`src/rtl/backplane_bus_fabric.sv`:
```
// Backplane bus fabric: explicit slot-driver resolver with optional keeper,
// contention capture, and a synchronised, latched interrupt front end.

module backplane_bus_fabric_irq_chan (
   input  logic clk,
   input  logic rst,
   input  logic irq_in,
   input  logic irq_ack,
   output logic pend
);
   // sync_q[0]/[1] form the synchroniser, sync_q[2] delays s2 for edge detection
   logic [2:0] sync_q, sync_d;
   logic       pend_q, pend_d;

   always_comb begin
      sync_d = {sync_q[1:0], irq_in};
      pend_d = (pend_q & ~irq_ack) | (sync_q[1] & ~sync_q[2]);
   end

   always_ff @(posedge clk or posedge rst) begin
      if (rst) begin
         sync_q <= '0;
         pend_q <= 1'b0;
      end else begin
         sync_q <= sync_d;
         pend_q <= pend_d;
      end
   end

   assign pend = pend_q;
endmodule

module backplane_bus_fabric #(
   parameter int DW      = 26,
   parameter int NSLOTS  = 5,
   parameter int RESOLVE = 1,
   parameter int KEEPER  = 0,
   parameter int CW      = 8,
   parameter int NIRQ    = 4
) (
   input  logic                 CLK,
   input  logic                 RST,
   input  logic [NSLOTS-1:0]    DRV_EN,
   input  logic [NSLOTS*DW-1:0] DRV_DATA,
   output logic [DW-1:0]        DB,
   output logic                 BUS_IDLE,
   output logic                 CONTENTION,
   output logic                 CONT_STICKY,
   output logic [NSLOTS-1:0]    CONT_MASK,
   output logic [CW-1:0]        CONT_CNT,
   input  logic                 CLR_STATUS,
   input  logic [NIRQ-1:0]      IRQ_IN,
   input  logic [NIRQ-1:0]      IRQ_MASK,
   input  logic [NIRQ-1:0]      IRQ_ACK,
   output logic [NIRQ-1:0]      IRQ_PEND,
   output logic                 INT_OUT
);
   logic [DW-1:0]     res;
   logic              found;
   logic [DW-1:0]     keeper_q;
   logic              sticky_q, sticky_d;
   logic [NSLOTS-1:0] mask_q, mask_d;
   logic [CW-1:0]     cnt_q, cnt_d;

   always_comb begin
      res   = '0;
      found = 1'b0;
      for (int i = 0; i < NSLOTS; i++) begin
         if (DRV_EN[i]) begin
            if (RESOLVE == 0) begin
               res = res | DRV_DATA[i*DW +: DW];
            end else if (!found) begin
               res   = DRV_DATA[i*DW +: DW];
               found = 1'b1;
            end
         end
      end
   end

   assign BUS_IDLE   = (DRV_EN == '0);
   // clearing the lowest set bit leaves something only if two or more are set
   assign CONTENTION = ((DRV_EN & (DRV_EN - NSLOTS'(1))) != '0);
   assign DB         = BUS_IDLE ? keeper_q : res;

   generate
      if (KEEPER != 0) begin : g_keeper
         logic [DW-1:0] keeper_d;
         always_comb keeper_d = BUS_IDLE ? keeper_q : res;
         always_ff @(posedge CLK or posedge RST) begin
            if (RST) keeper_q <= '0;
            else     keeper_q <= keeper_d;
         end
      end else begin : g_no_keeper
         assign keeper_q = '0;
      end
   endgenerate

   // clear is applied first so a same-edge contention re-captures from scratch
   always_comb begin
      sticky_d = sticky_q & ~CLR_STATUS;
      mask_d   = CLR_STATUS ? '0 : mask_q;
      cnt_d    = CLR_STATUS ? '0 : cnt_q;
      if (CONTENTION) begin
         if (!sticky_d) mask_d = DRV_EN;
         sticky_d = 1'b1;
         if (cnt_d != '1) cnt_d = cnt_d + CW'(1);
      end
   end

   always_ff @(posedge CLK or posedge RST) begin
      if (RST) begin
         sticky_q <= 1'b0;
         mask_q   <= '0;
         cnt_q    <= '0;
      end else begin
         sticky_q <= sticky_d;
         mask_q   <= mask_d;
         cnt_q    <= cnt_d;
      end
   end

   assign CONT_STICKY = sticky_q;
   assign CONT_MASK   = mask_q;
   assign CONT_CNT    = cnt_q;

   generate
      for (genvar g = 0; g < NIRQ; g++) begin : g_irq
         backplane_bus_fabric_irq_chan u_chan (
            .clk     (CLK),
            .rst     (RST),
            .irq_in  (IRQ_IN[g]),
            .irq_ack (IRQ_ACK[g]),
            .pend    (IRQ_PEND[g])
         );
      end
   endgenerate

   assign INT_OUT = |(IRQ_PEND & IRQ_MASK);
endmodule

```
`config.mk`:
```
export PLATFORM = sky130hd
export DESIGN_NAME = backplane_bus_fabric
export DESIGN_NICKNAME = d
export VERILOG_FILES = /design/src/rtl/backplane_bus_fabric.sv
export SDC_FILE = /design/constraint.sdc
export NUM_CORES = 1
export LEC_CHECK = 0
export BUFFER_PORTS_ARGS = -buffer_cell sky130_fd_sc_hd__buf_2
export CAP_MARGIN = 5
export CORE_MARGIN = 10
export CORE_UTILIZATION = 42
export DETAILED_ROUTE_END_ITERATION = 12
export PLACE_DENSITY_LB_ADDON = 0.3
export SLEW_MARGIN = 20
export SYNTH_ARGS = -nofsm -noshare
export SYNTH_HDL_FRONTEND = slang
export SYNTH_SLANG_ARGS = --single-unit
```
`constraint.sdc`:
```
create_clock -name CLK -period 4.7 [get_ports CLK]
set_input_delay 0.47 -clock CLK [delete_from_list [all_inputs] [get_ports CLK]]
set_output_delay 0.47 -clock CLK [all_outputs]
set_load 0.1 [all_outputs]
```
==> Word level (Yosys, flattened, before mapping) <==
Index checks and enable logic that the tools add are counted.
W data, S select, Z words.
{ "totals": {"register_bits": 30, "latch_bits": 0, "mem_bits_rw": 0, "romBits": 0, "inputBits": 150, "n_memories": 0} }
{ "classes": {"n_addsub": 2, "multipliers": 0, "div_mod_pow": 0, "magnitude_cmp": 0, "eq_ne": 1, "n_shift": 0, "mux": 21, "n_bitwise": 24, "n_reduce_logical": 3} }
{ "ops": {"columns": ["cell", "n"], "rows": [
  ["$mux W26", 10],
  ["$mux W8", 3],
  ["$mux W5", 3],
  ["$and A1 B1 Y1", 9],
  ["$not A1 Y1", 9],
  ["$add A8 B1 Y8 const B", 1],
  ["$ne A8 B8 Y1 const B", 1],
  ["$and A5 B5 Y5", 1],
  ["$logic_not A5 Y1", 1],
  ["$mux W1", 5],
  ["$reduce_bool A5 Y1", 1],
  ["$sub A5 B1 Y5 const B", 1],
  ["$and A4 B4 Y4", 1],
  ["$or A1 B1 Y1", 4],
  ["$reduce_or A4 Y1", 1]
]} }

==> Longest topological paths before layout <==
Gate-level depths: netlist of the first run.
{ "logic_depth": {"word_depth": 10, "mapped_depth": 7} }

==> By module <==
From an unflattened synthesis of the first run, not the netlist that was laid out.
{ "unflattened": {"cells_unflattened": 248, "area_unflattened_um2": 2134.5} }
{ "by_module_without_submodules": {"columns": ["module", "instances", "cells_each", "area_per_inst_um2", "seq_area_each_um2"], "rows": [
  ["backplane_bus_fabric", 1, 216, 1639.1, 350.3],
  ["backplane_bus_fabric_irq_chan", 4, 8, 123.9, 100.1]
]} }

==> Worst setup path after synthesis of the first run <==
No wires, ideal clock.
{ "synth_path": {"kind": "in2out", "from": "input port DRV_EN[2]", "to": "output port BUS_IDLE", "arrival_ns": 3.267, "path_slack_ns": 0.963, "stages": 5, "cell_sequence": "buf_6 or3_1 buf_2 buf_6 nor3_1"} }
{ "synth_via": {"elab_chain_cells": 1} }
{ "synth_rtl": {"columns": ["item", "line_no", "rtl"], "rows": [
  ["start: declaration", "43", "input logic [NSLOTS-1:0] DRV_EN,"],
  ["$logic_not A5 Y1", "80", "assign BUS_IDLE = (DRV_EN == '0);"],
  ["end: declaration", "46", "output logic BUS_IDLE,"]
]} }
Every way passes these cells.

==> Final worst setup path of the first run <==
{ "layout_path": {"from": "input port DRV_EN[3]", "to": "output port DB[10]"} }
{ "layout_via": {"elab_chain_cells": 4, "elab_cells_between_ends": 6} }
{ "layout_rtl": {"columns": ["item", "line_no", "rtl"], "rows": [
  ["$mux W26 or $mux W1 (tied branches)", "69", "if (DRV_EN[i]) begin"],
  ["$mux W26", "72", "end else if (!found) begin"],
  ["$mux W26", "69", null],
  ["$mux W26 *", "83", "assign DB = BUS_IDLE ? keeper_q : res;"],
  ["end: declaration", "45", "output logic [DW-1:0] DB,"]
]} }
Mark *: on every way between the ends. The rest lies on a longest branch, timed or not.

==> results.toml, run 1 <==
[outcome]
outcome = "finished, final reports clean"

[floorplan]
die_w_um = 94.5
rows = 27
initial_utilization_pct = 42.9
dieArea_mm2 = 0.00894
ios = 197
core_area_mm2 = 0.00544
die_h_um = 94.5

[yosys]
synth_edf_count = 0
syn_inst = 254
syn_area_mm2 = 0.00233
synthTopCellsByArea = "dfrtp_1 32%, a221oi_2 8.4%, o22ai_1 5.1%"
yosysUniqueCellTypes = 43
synth_area_leader_cell = "dfrtp_1"
synth_fp_nets = 405
yosysTopAreaCellShare_pct = 32.2
synth_warnings = 0
synth_ff_type = "dfrtp_1"
yosysSeqAreaShare_pct = 32.2
ys_ff_latch = 30
syn_avg_cell_area_um2 = 9.19
synthArstFlopShare_pct = 100

[power_and_ir_drop]
p_leak_nw = 1.73
switchingPower_w = 0.000510
switching_share_pct = 44.8
max-vdd-ir-drop_mv = 0.235
p_clk_share_pct = 28.4
internal_power_w = 0.000628
p_seq_share_pct = 25.7
combPwrFrac_pct = 45.9
power.density_mw_per_mm2 = 335

[sta]
max_slew.worst_pin.slew_ps = 1030
hold_viol_final = 0
fin_crit_ps = 3170
rsz0062_at_grt = "false"
fin_setup_tns_ps = 0
skew_ps = 7.04
setup_violations = 0
slew_headroom_pct = 31.0
maxSlewViolCount = 0
max_freq_ghz = 0.316
fin_crit_sh_pct = 67.3
hold_slack_ps = 249

[job]
drv_cap = 0

[setup_path]
r2r-end = "CONT_CNT[1]"
cp_common_cell = "buf_2"
path_cells = "buf_2, nor2b_2, buf_4, a221oi_2, nor2_1, buf_2"
worst_path_largest_cell_delay_ps = 900
cp.arrival_ps = 2700
start_kind = "input pin"
worstPathRequired_ps = 4230
reg2regPathDepth = 6
cp_num_buf_inv = 3
rrSetupSlack_ps = 2840
endpoint_kind = "output pin"
cpMaxStageDelayCell = "nor2b_2"
path_class = "input pin to output pin"
rr_startpoint = "CONT_CNT[0]"
path_max_fanout = 31
critical-path-top-delay-family = "buffers and inverters"

[detailed_routing]
routedWlPerCell_um = 18.9
vias_per_cell = 5.49
drc = 0
num_vias = 2773
ant_nets = 0
dr.pass1.iters = 5
wirelength_mm = 9.55
initialDrtViolationCount = 110

[final_layout]
syn_to_final_growth_pct = 45.4
layout-drive-gt1-share_pct = 52.9
final_common_cell = "buf_2"
final_nets = 583
fill_cells = 498
mostFrequentLayoutCells = "196 x buf_2, 30 x dfrtp_1, 23 x nand2_1, 19 x o22ai_1, 16 x nor2_1"
diodes = 0

[cts]
clkSlewWorstSetupHoldPaths_ps = 70
clockRootBuffer = "clkbuf_8"
htreeDepth = 2
cts_sinks = 30
cts_tree = "done"
clk_path_buf_depth = 2
cts_setup_buffers = 0
cts-buffers-inserted = 5
ctsHoldBuffers = 0
cts_resized = 0
clk_latency_ps = 290

[grt]
use_met3_pct = 9.75
grt-ovfl-total = 0
grt_use_met2_pct = 35.1
grt_pass1_vias = 2696
antenna_found_initial = 0
grt_max_degree = 49
use_met1_pct = 20.4
grt_first_pass_wirelength_mm = 14.2
busiest_layer = "met2"
grt_usage_pct = 20.0

[place]
io_buffer_count = 196
gp_congestion = 0.903
hpwl_mm = 7.94

[worst_hold_path]
hp-class = "input pin to asynchronous set/reset pin"
## Yosys cell counts (all sizes together), types with 3 or more instances
cell type / instances
a221o: 11
a221oi: 26
a22o: 5
a31oi: 3
buf: 18
clkbuf: 8
dfrtp: 30
inv: 10
nand2: 23
nand2b: 6
nand4: 3
nor2: 16
nor2b: 15
nor3: 16
nor3b: 3
o21a: 15
o22ai: 19
## final cells by class
type / instances / area [µm²] / share of cell area (%)
clock buffer: 6 / 82.6 / 2.43
tap: 72 / 90.1 / 2.65
clock inverter: 2 / 60.1 / 1.77
timing repair buffer: 197 / 988 / 29.1
sequential: 30 / 751 / 22.1
inverter: 10 / 37.5 / 1.11
multi-input combinational: 188 / 1380 / 40.8
## power by group through the flow
stage	clock network [W]	registers [W]	logic, W
3_3_place_gp	0	0.000296	0.000519
2_1_floorplan	0	0.000381	0.000323
3_5_place_dp	0	0.000297	0.000524
5_1_grt	0.000338	0.000295	0.000548
6_report	0.000323	0.000292	0.000522
4_1_cts	0.000327	0.000292	0.000525
## state kept, by name, indices dropped and copies added (netlist names)
register,count
g_irq.u_chan.pend,4
CONT_MASK,5
g_irq.u_chan.sync_q,12
CONT_STICKY,1
CONT_CNT,8
## through the flow
stage                     instances  utilization (%)  cell area, µm²  worst slack [ps]  total power [W]
after floorplan                 254                -            2330               963         0.000704
after global placement          497             59.8            3250              1600         0.000815
after detailed placement        497             59.8            3250              1570         0.000821
after CTS                       505             62.4            3390              1550          0.00114
after global routing            505             62.4            3390              1370          0.00118
final                           505             62.4            3390              1530          0.00114
## routing by layer
metal | wire (µm) | vias to the layer above
met2 | 4910 | 134
met5 | 0 | -
li1 | - | 1336
met1 | 3360 | 1287
met3 | 1080 | 16
met4 | 191 | 0
## worst max path at each step
stage | startpoint | endpoint | slack (ps) | cells after the start
floorplan | DRV_EN[2] | BUS_IDLE | 960 | 5
global placement | DRV_EN[3] | DB[6] | 1600 | 6
detailed placement | DRV_EN[3] | DB[10] | 1570 | 6
CTS | DRV_EN[3] | DB[10] | 1550 | 6
global route | DRV_EN[3] | DB[6] | 1370 | 6
finish | DRV_EN[3] | DB[10] | 1530 | 6
## cells by family (layout without fill, tap and decap cells)
kind of cell / after synthesis / after routing / share of synthesized area, %
AND/OR/NAND/NOR: 93 / 93 / 21.8
AO/OA/AOI/OAI: 89 / 89 / 34.7
buffers and inverters: 36 / 215 / 8.63
flip-flops: 30 / 30 / 32.2
multiplexers: 3 / 3 / 1.34
XOR/XNOR: 2 / 2 / 0.751
adder cells (fa/ha/maj): 1 / 1 / 0.536
(Power assumes the default switching activity.)
==> run 2: changes to the inputs <==
--- a/config.mk
+++ b/config.mk
@@ -5,10 +5,11 @@
 export SDC_FILE = /design/constraint.sdc
 export NUM_CORES = 1
 export LEC_CHECK = 0
+export ABC_AREA = 1
 export BUFFER_PORTS_ARGS = -buffer_cell sky130_fd_sc_hd__buf_2
 export CAP_MARGIN = 5
 export CORE_MARGIN = 10
-export CORE_UTILIZATION = 42
+export CORE_UTILIZATION = 39
 export DETAILED_ROUTE_END_ITERATION = 12
 export PLACE_DENSITY_LB_ADDON = 0.3
 export SLEW_MARGIN = 20
==> constraint.sdc (replaced) <==
create_clock -name CLK -period 3.3 [get_ports CLK]
set_input_delay 0.33 -clock CLK [delete_from_list [all_inputs] [get_ports CLK]]
set_output_delay 0.33 -clock CLK [all_outputs]
set_load 0.1 [all_outputs]
==> results.toml, run 2 <==
[worst_hold_path]
hp-class = "input pin to asynchronous set/reset pin"

[yosys]
synth_area_leader_cell = "dfrtp_1"
synth_ff_type = "dfrtp_1"
synth_fp_nets = 518
yosysUniqueCellTypes = 27
yosysMostFrequentCell = "nand2_1"
yosysTopAreaCellShare_pct = 32.2
yosysSeqAreaShare_pct = 32.2
synthTopCellsByArea = "dfrtp_1 32%, nand2_1 17%, nand3_1 11%"
synth_edf_count = 0
syn_inst = 367
ys_ff_latch = 30
syn_avg_cell_area_um2 = 6.35
syn_area_mm2 = 0.00233
synthTopCellsByCount = "105 x nand2_1, 49 x nand3_1, 37 x a21oi_1"
synthArstFlopShare_pct = 100
synth_warnings = 0

[power_and_ir_drop]
max-vdd-ir-drop_mv = 0.272
power.density_mw_per_mm2 = 421
p_leak_nw = 1.94
p_total_w = 0.00143

[outcome]
outcome = "finished, final reports clean"

[setup_path]
crit_path_start = "DRV_EN[2]"
cp_num_buf_inv = 2
cp.arrival_ps = 2140
r2r-end = "CONT_CNT[6]"
endpoint_kind = "output pin"
path_depth = 6
crit_end = "CONTENTION"
reg2regPathDepth = 10
critical-path-top-delay-family = "simple AND/OR/NAND/NOR gates"
rr_startpoint = "CONT_CNT[1]"
rrSetupSlack_ps = 1770
cpMaxStageDelayCell = "nand2_1"
path_max_fanout = 21
path_cells = "buf_2, nor2_1, nand2_1, nand2_1, nand3_4, buf_2"
worstPathRequired_ps = 2970
start_kind = "input pin"
worst_path_largest_cell_delay_ps = 580
path_class = "input pin to output pin"

[floorplan]
initial_utilization_pct = 39.9
dieArea_mm2 = 0.00947
die_h_um = 97.3
die_w_um = 97.3
rows = 28
core_area_mm2 = 0.00585
ios = 197

[grt]
grt_first_pass_wirelength_mm = 15.8
grt_pass1_vias = 3267
grt-ovfl-total = 0
grt_usage_pct = 19.7
antenna_found_initial = 0
grt_max_degree = 31

[detailed_routing]
initialDrtViolationCount = 119
ant_nets = 0
drc = 0
dr.pass1.iters = 6
vias_per_cell = 5.09
num_vias = 3182
routedWlPerCell_um = 15.9
wirelength_mm = 9.95

[sta]
max_freq_ghz = 0.405
rsz0062_at_grt = "false"
slew_headroom_pct = 48.0
fin_setup_tns_ps = 0
skew_ps = 10.7
maxSlewViolCount = 0
max_slew.worst_pin.slew_ps = 778
hold_slack_ps = 116
setup_violations = 0
fin_crit_sh_pct = 74.8
fin_crit_ps = 2470
hold_viol_final = 0

[job]
drv_cap = 0

[final_layout]
largest_register_ffs = 12
mostFrequentLayoutCells = "196 x buf_2, 105 x nand2_1, 49 x nand3_1, 37 x a21oi_1, 30 x dfrtp_1"
final_common_cell = "buf_2"
max_flop_register = "g_irq.u_chan.sync_q"
layout-drive-gt1-share_pct = 40.9
diodes = 0
syn_to_final_growth_pct = 45.4
final_nets = 700

[cts]
cts_tree = "done"
clkSlewWorstSetupHoldPaths_ps = 60
clk_latency_ps = 280
clk_path_buf_depth = 2
htreeDepth = 2
cts-buffers-inserted = 5
cts_resized = 0
ctsHoldBuffers = 0
cts_sinks = 30
clockRootBuffer = "clkbuf_8"
cts_setup_buffers = 0

[place]
hpwl_mm = 8.07
gp_congestion = 0.833
io_buffer_count = 196
## run 2: cell count changes after synthesis, sizes merged, moves of 16 or more
cell,delta
a21oi,+36
nand3,+50
o21ai,+25
nor3,-16
inv,+21
a221oi,-26
nand2,+86
## run 2: kinds of logic (layout without fill, tap and decap cells)
| kind of cell | Yosys count | in the layout | synth area share, % |
|---|---|---|---|
| xor+xnor | 1 | 1 | 0.376 |
| fa+ha+maj | 1 | 1 | 0.536 |
| flops | 30 | 30 | 32.2 |
| simple gates | 203 | 203 | 38.7 |
| compound gates | 77 | 77 | 17.7 |
| buf+inv | 55 | 238 | 10.6 |
## run 2: area by class of cell
cell class	count	area, µm²
clock inverter	1	5.00
sequential	30	751
multi-input combinational	282	1340
clock buffer	7	86.3
inverter	31	116
fill	597	2460
tap	75	93.8
timing repair buffer	199	1000
## run 2: where the power goes
part	internal, W	switching (W)	total [W]
registers	0.000393	0.0000138	0.000406
clock network	0.000168	0.000129	0.000296
logic	0.000155	0.000569	0.000724
total	0.000715	0.000712	0.00143
## run 2: worst min-delay path by stage
stage | end | slack (ps) | cells past startpoint
3_3_place_gp | g_irq[0].u_chan.sync_q[1] | 330 | 0
3_5_place_dp | g_irq[1].u_chan.sync_q[1] | 340 | 0
6_report | g_irq[0].u_chan.sync_q[1] | 120 | 2
5_1_grt | g_irq[1].u_chan.sync_q[0] | 150 | 1
2_1_floorplan | g_irq[0].u_chan.sync_q[1] | 330 | 0
4_1_cts | g_irq[3].u_chan.sync_q[0] | 150 | 1
## run 2: metrics by stage
| step | util, % | worst slack, ps | cells | instance area [µm²] |
|---|---|---|---|---|
| global route | 58.0 | 684 | 625 | 3390 |
| CTS | 58.0 | 857 | 625 | 3390 |
| finish | 58.0 | 831 | 625 | 3390 |
| detailed placement | 56.4 | 857 | 617 | 3300 |
| global placement | 56.4 | 889 | 617 | 3300 |
| floorplan | - | 575 | 367 | 2330 |
## run 2: metal layers
metal | up-vias | GRT usage [%] | share of wire (%)
met2 | 158 | 36.2 | 51
li1 | 1583 | - | -
met5 | - | 0 | 0
met4 | 0 | 6.82 | 2.5
met1 | 1416 | 19.3 | 36
met3 | 25 | 8.53 | 11
==> run 3: changes to the inputs <==
--- a/config.mk
+++ b/config.mk
@@ -9,7 +9,7 @@
 export BUFFER_PORTS_ARGS = -buffer_cell sky130_fd_sc_hd__buf_2
 export CAP_MARGIN = 5
 export CORE_MARGIN = 10
-export CORE_UTILIZATION = 39
+export CORE_UTILIZATION = 35
 export DETAILED_ROUTE_END_ITERATION = 12
 export PLACE_DENSITY_LB_ADDON = 0.3
 export SLEW_MARGIN = 20
==> constraint.sdc (replaced) <==
create_clock -name CLK -period 2.1 [get_ports CLK]
set_input_delay 0.21 -clock CLK [delete_from_list [all_inputs] [get_ports CLK]]
set_output_delay 0.21 -clock CLK [all_outputs]
set_load 0.1 [all_outputs]
==> results.toml, run 3 (same netlist as run 2, synthesis figures left out) <==
[outcome]
outcome = "finished, final reports clean"

[power_and_ir_drop]
power.density_mw_per_mm2 = 637
p_leak_nw = 2.03
max-vdd-ir-drop_mv = 0.295

[detailed_routing]
routedWlPerCell_um = 16.2
ant_nets = 0
num_vias = 3183
wirelength_mm = 10.3
drc = 0
vias_per_cell = 5.03
initialDrtViolationCount = 153
dr.pass1.iters = 4

[final_layout]
largest_register_ffs = 12
fin_util_pct = 57.5
layout-drive-gt1-share_pct = 44.8
mostFrequentLayoutCells = "183 x buf_2, 105 x nand2_1, 49 x nand3_1, 30 x dfrtp_1, 29 x a21oi_1"
final_common_cell = "buf_2"
diodes = 0
max_flop_register = "g_irq.u_chan.sync_q"
final_nets = 706
syn_to_final_growth_pct = 58.5

[floorplan]
rows = 29
initial_utilization_pct = 36.3
dieArea_mm2 = 0.0103
die_h_um = 102
core_area_mm2 = 0.00642
die_w_um = 102
ios = 197

[sta]
skew_ps = 4.65
setup_violations = 0
maxSlewViolCount = 0
fin_crit_ps = 1820
fin_crit_sh_pct = 86.5
fin_setup_tns_ps = 0
hold_viol_final = 0
max_freq_ghz = 0.550
max_slew.worst_pin.slew_ps = 511
slew_headroom_pct = 66.1
rsz0062_at_grt = "false"

[cts]
clk_path_buf_depth = 2
cts_sinks = 30
clkSlewWorstSetupHoldPaths_ps = 60
htreeDepth = 2
cts_setup_buffers = 0
cts_resized = 0
clk_latency_ps = 280
cts_tree = "done"
cts-buffers-inserted = 5
clockRootBuffer = "clkbuf_8"

[setup_path]
endpoint_kind = "output pin"
path_class = "input pin to output pin"
worstPathRequired_ps = 1890
critical-path-top-delay-family = "buffers and inverters"
cp_num_buf_inv = 3
path_max_fanout = 16
cp_common_cell = "buf_2"
path_cells = "buf_2, nor2_4, buf_4, nand2_1, nand4_1, o21ai_1, nor2_2, buf_2"
start_kind = "input pin"
worst_path_largest_cell_delay_ps = 430
cp.arrival_ps = 1610
cpMaxStageDelayCell = "buf_2"

[grt]
grt-ovfl-total = 0
grt_first_pass_wirelength_mm = 16.3
antenna_found_initial = 0
grt_max_degree = 31
grt_pass1_vias = 3407
grt_usage_pct = 19.6

[worst_hold_path]
hp-class = "input pin to flip-flop"

[place]
gp_congestion = 0.879
io_buffer_count = 196
hpwl_mm = 8.46

[job]
drv_cap = 0
==> run 3: cell count changes in the layout (fill, tap and decap cells not counted), sizes merged <==
cell         before  now
buf             199  204
dlygate4sd3       0    1
==> run 3: area by class of cell <==
cell class,count,area (µm²)
clock buffer,7,86.3
clock inverter,1,5.00
fill,638,2730
inverter,31,116
multi-input combinational,282,1400
sequential,30,751
tap,77,96.3
timing repair buffer,205,1250
==> run 3: stage by stage <==
step / power (W) / std cells / instance area, µm² / setup slack (ps) / hold slack (ps)
5_1_grt: 0.00247 / 633 / 3700 / 148 / 26.1
6_report: 0.00235 / 633 / 3700 / 283 / 37.5
4_1_cts: 0.00238 / 633 / 3700 / 290 / 28.1
3_3_place_gp: 0.00189 / 624 / 3590 / 319 / 296
3_5_place_dp: 0.00190 / 624 / 3590 / 292 / 302
2_1_floorplan: 0.00154 / 367 / 2390 / 39.7 / 241
==> run 3: report_power, final <==
group | leakage [nW] | internal (W) | switching, W | total [W]
sequential | 0.368 | 0.000617 | 0.0000224 | 0.000639
clock | 0.0482 | 0.000264 | 0.000201 | 0.000464
combinational | 1.62 | 0.000330 | 0.000921 | 0.00125
total | 2.03 | 0.00121 | 0.00114 | 0.00235
==> run 3: worst register-to-register path, cell delays in order, from the launching register on <==
cell     delay [ps]
dfrtp_1         390
nand2_1          90
inv_1            80
ha_1            180
nand2_1          70
nor2_2          210
nand3_2         170
nand3_1         110
nand2_1          50
o21ai_1          70
==> run 3: worst paths after layout <==
check                                          start  slack (ps)                   endpoint  cells past startpoint
max                                        DRV_EN[0]         280                     DB[16]                      8
min                                        IRQ_IN[1]          40  g_irq[1].u_chan.sync_q[0]                      1
max reg2reg                              CONT_CNT[0]         610                CONT_CNT[3]                      9
min reg2reg                g_irq[3].u_chan.sync_q[0]         350  g_irq[3].u_chan.sync_q[1]                      0
max in group asynchronous                        RST        1270                CONT_CNT[6]                      4
min in group asynchronous                        RST         550  g_irq[1].u_chan.sync_q[1]                      4
==> run 3: routing by layer <==
layer | vias up | GRT usage, % | share of wire, %
met3 | 20 | 8.92 | 12
met4 | 0 | 6.27 | 2.3
met1 | 1401 | 20.2 | 35
met5 | - | 0 | 0
met2 | 164 | 34.5 | 50
li1 | 1598 | - | -
==> run 3: what timing repair did <==
action                                 CTS  global route
hold buffers                             1             0
endpoints found under the hold margin    7             0
setup endpoints to repair                0             0
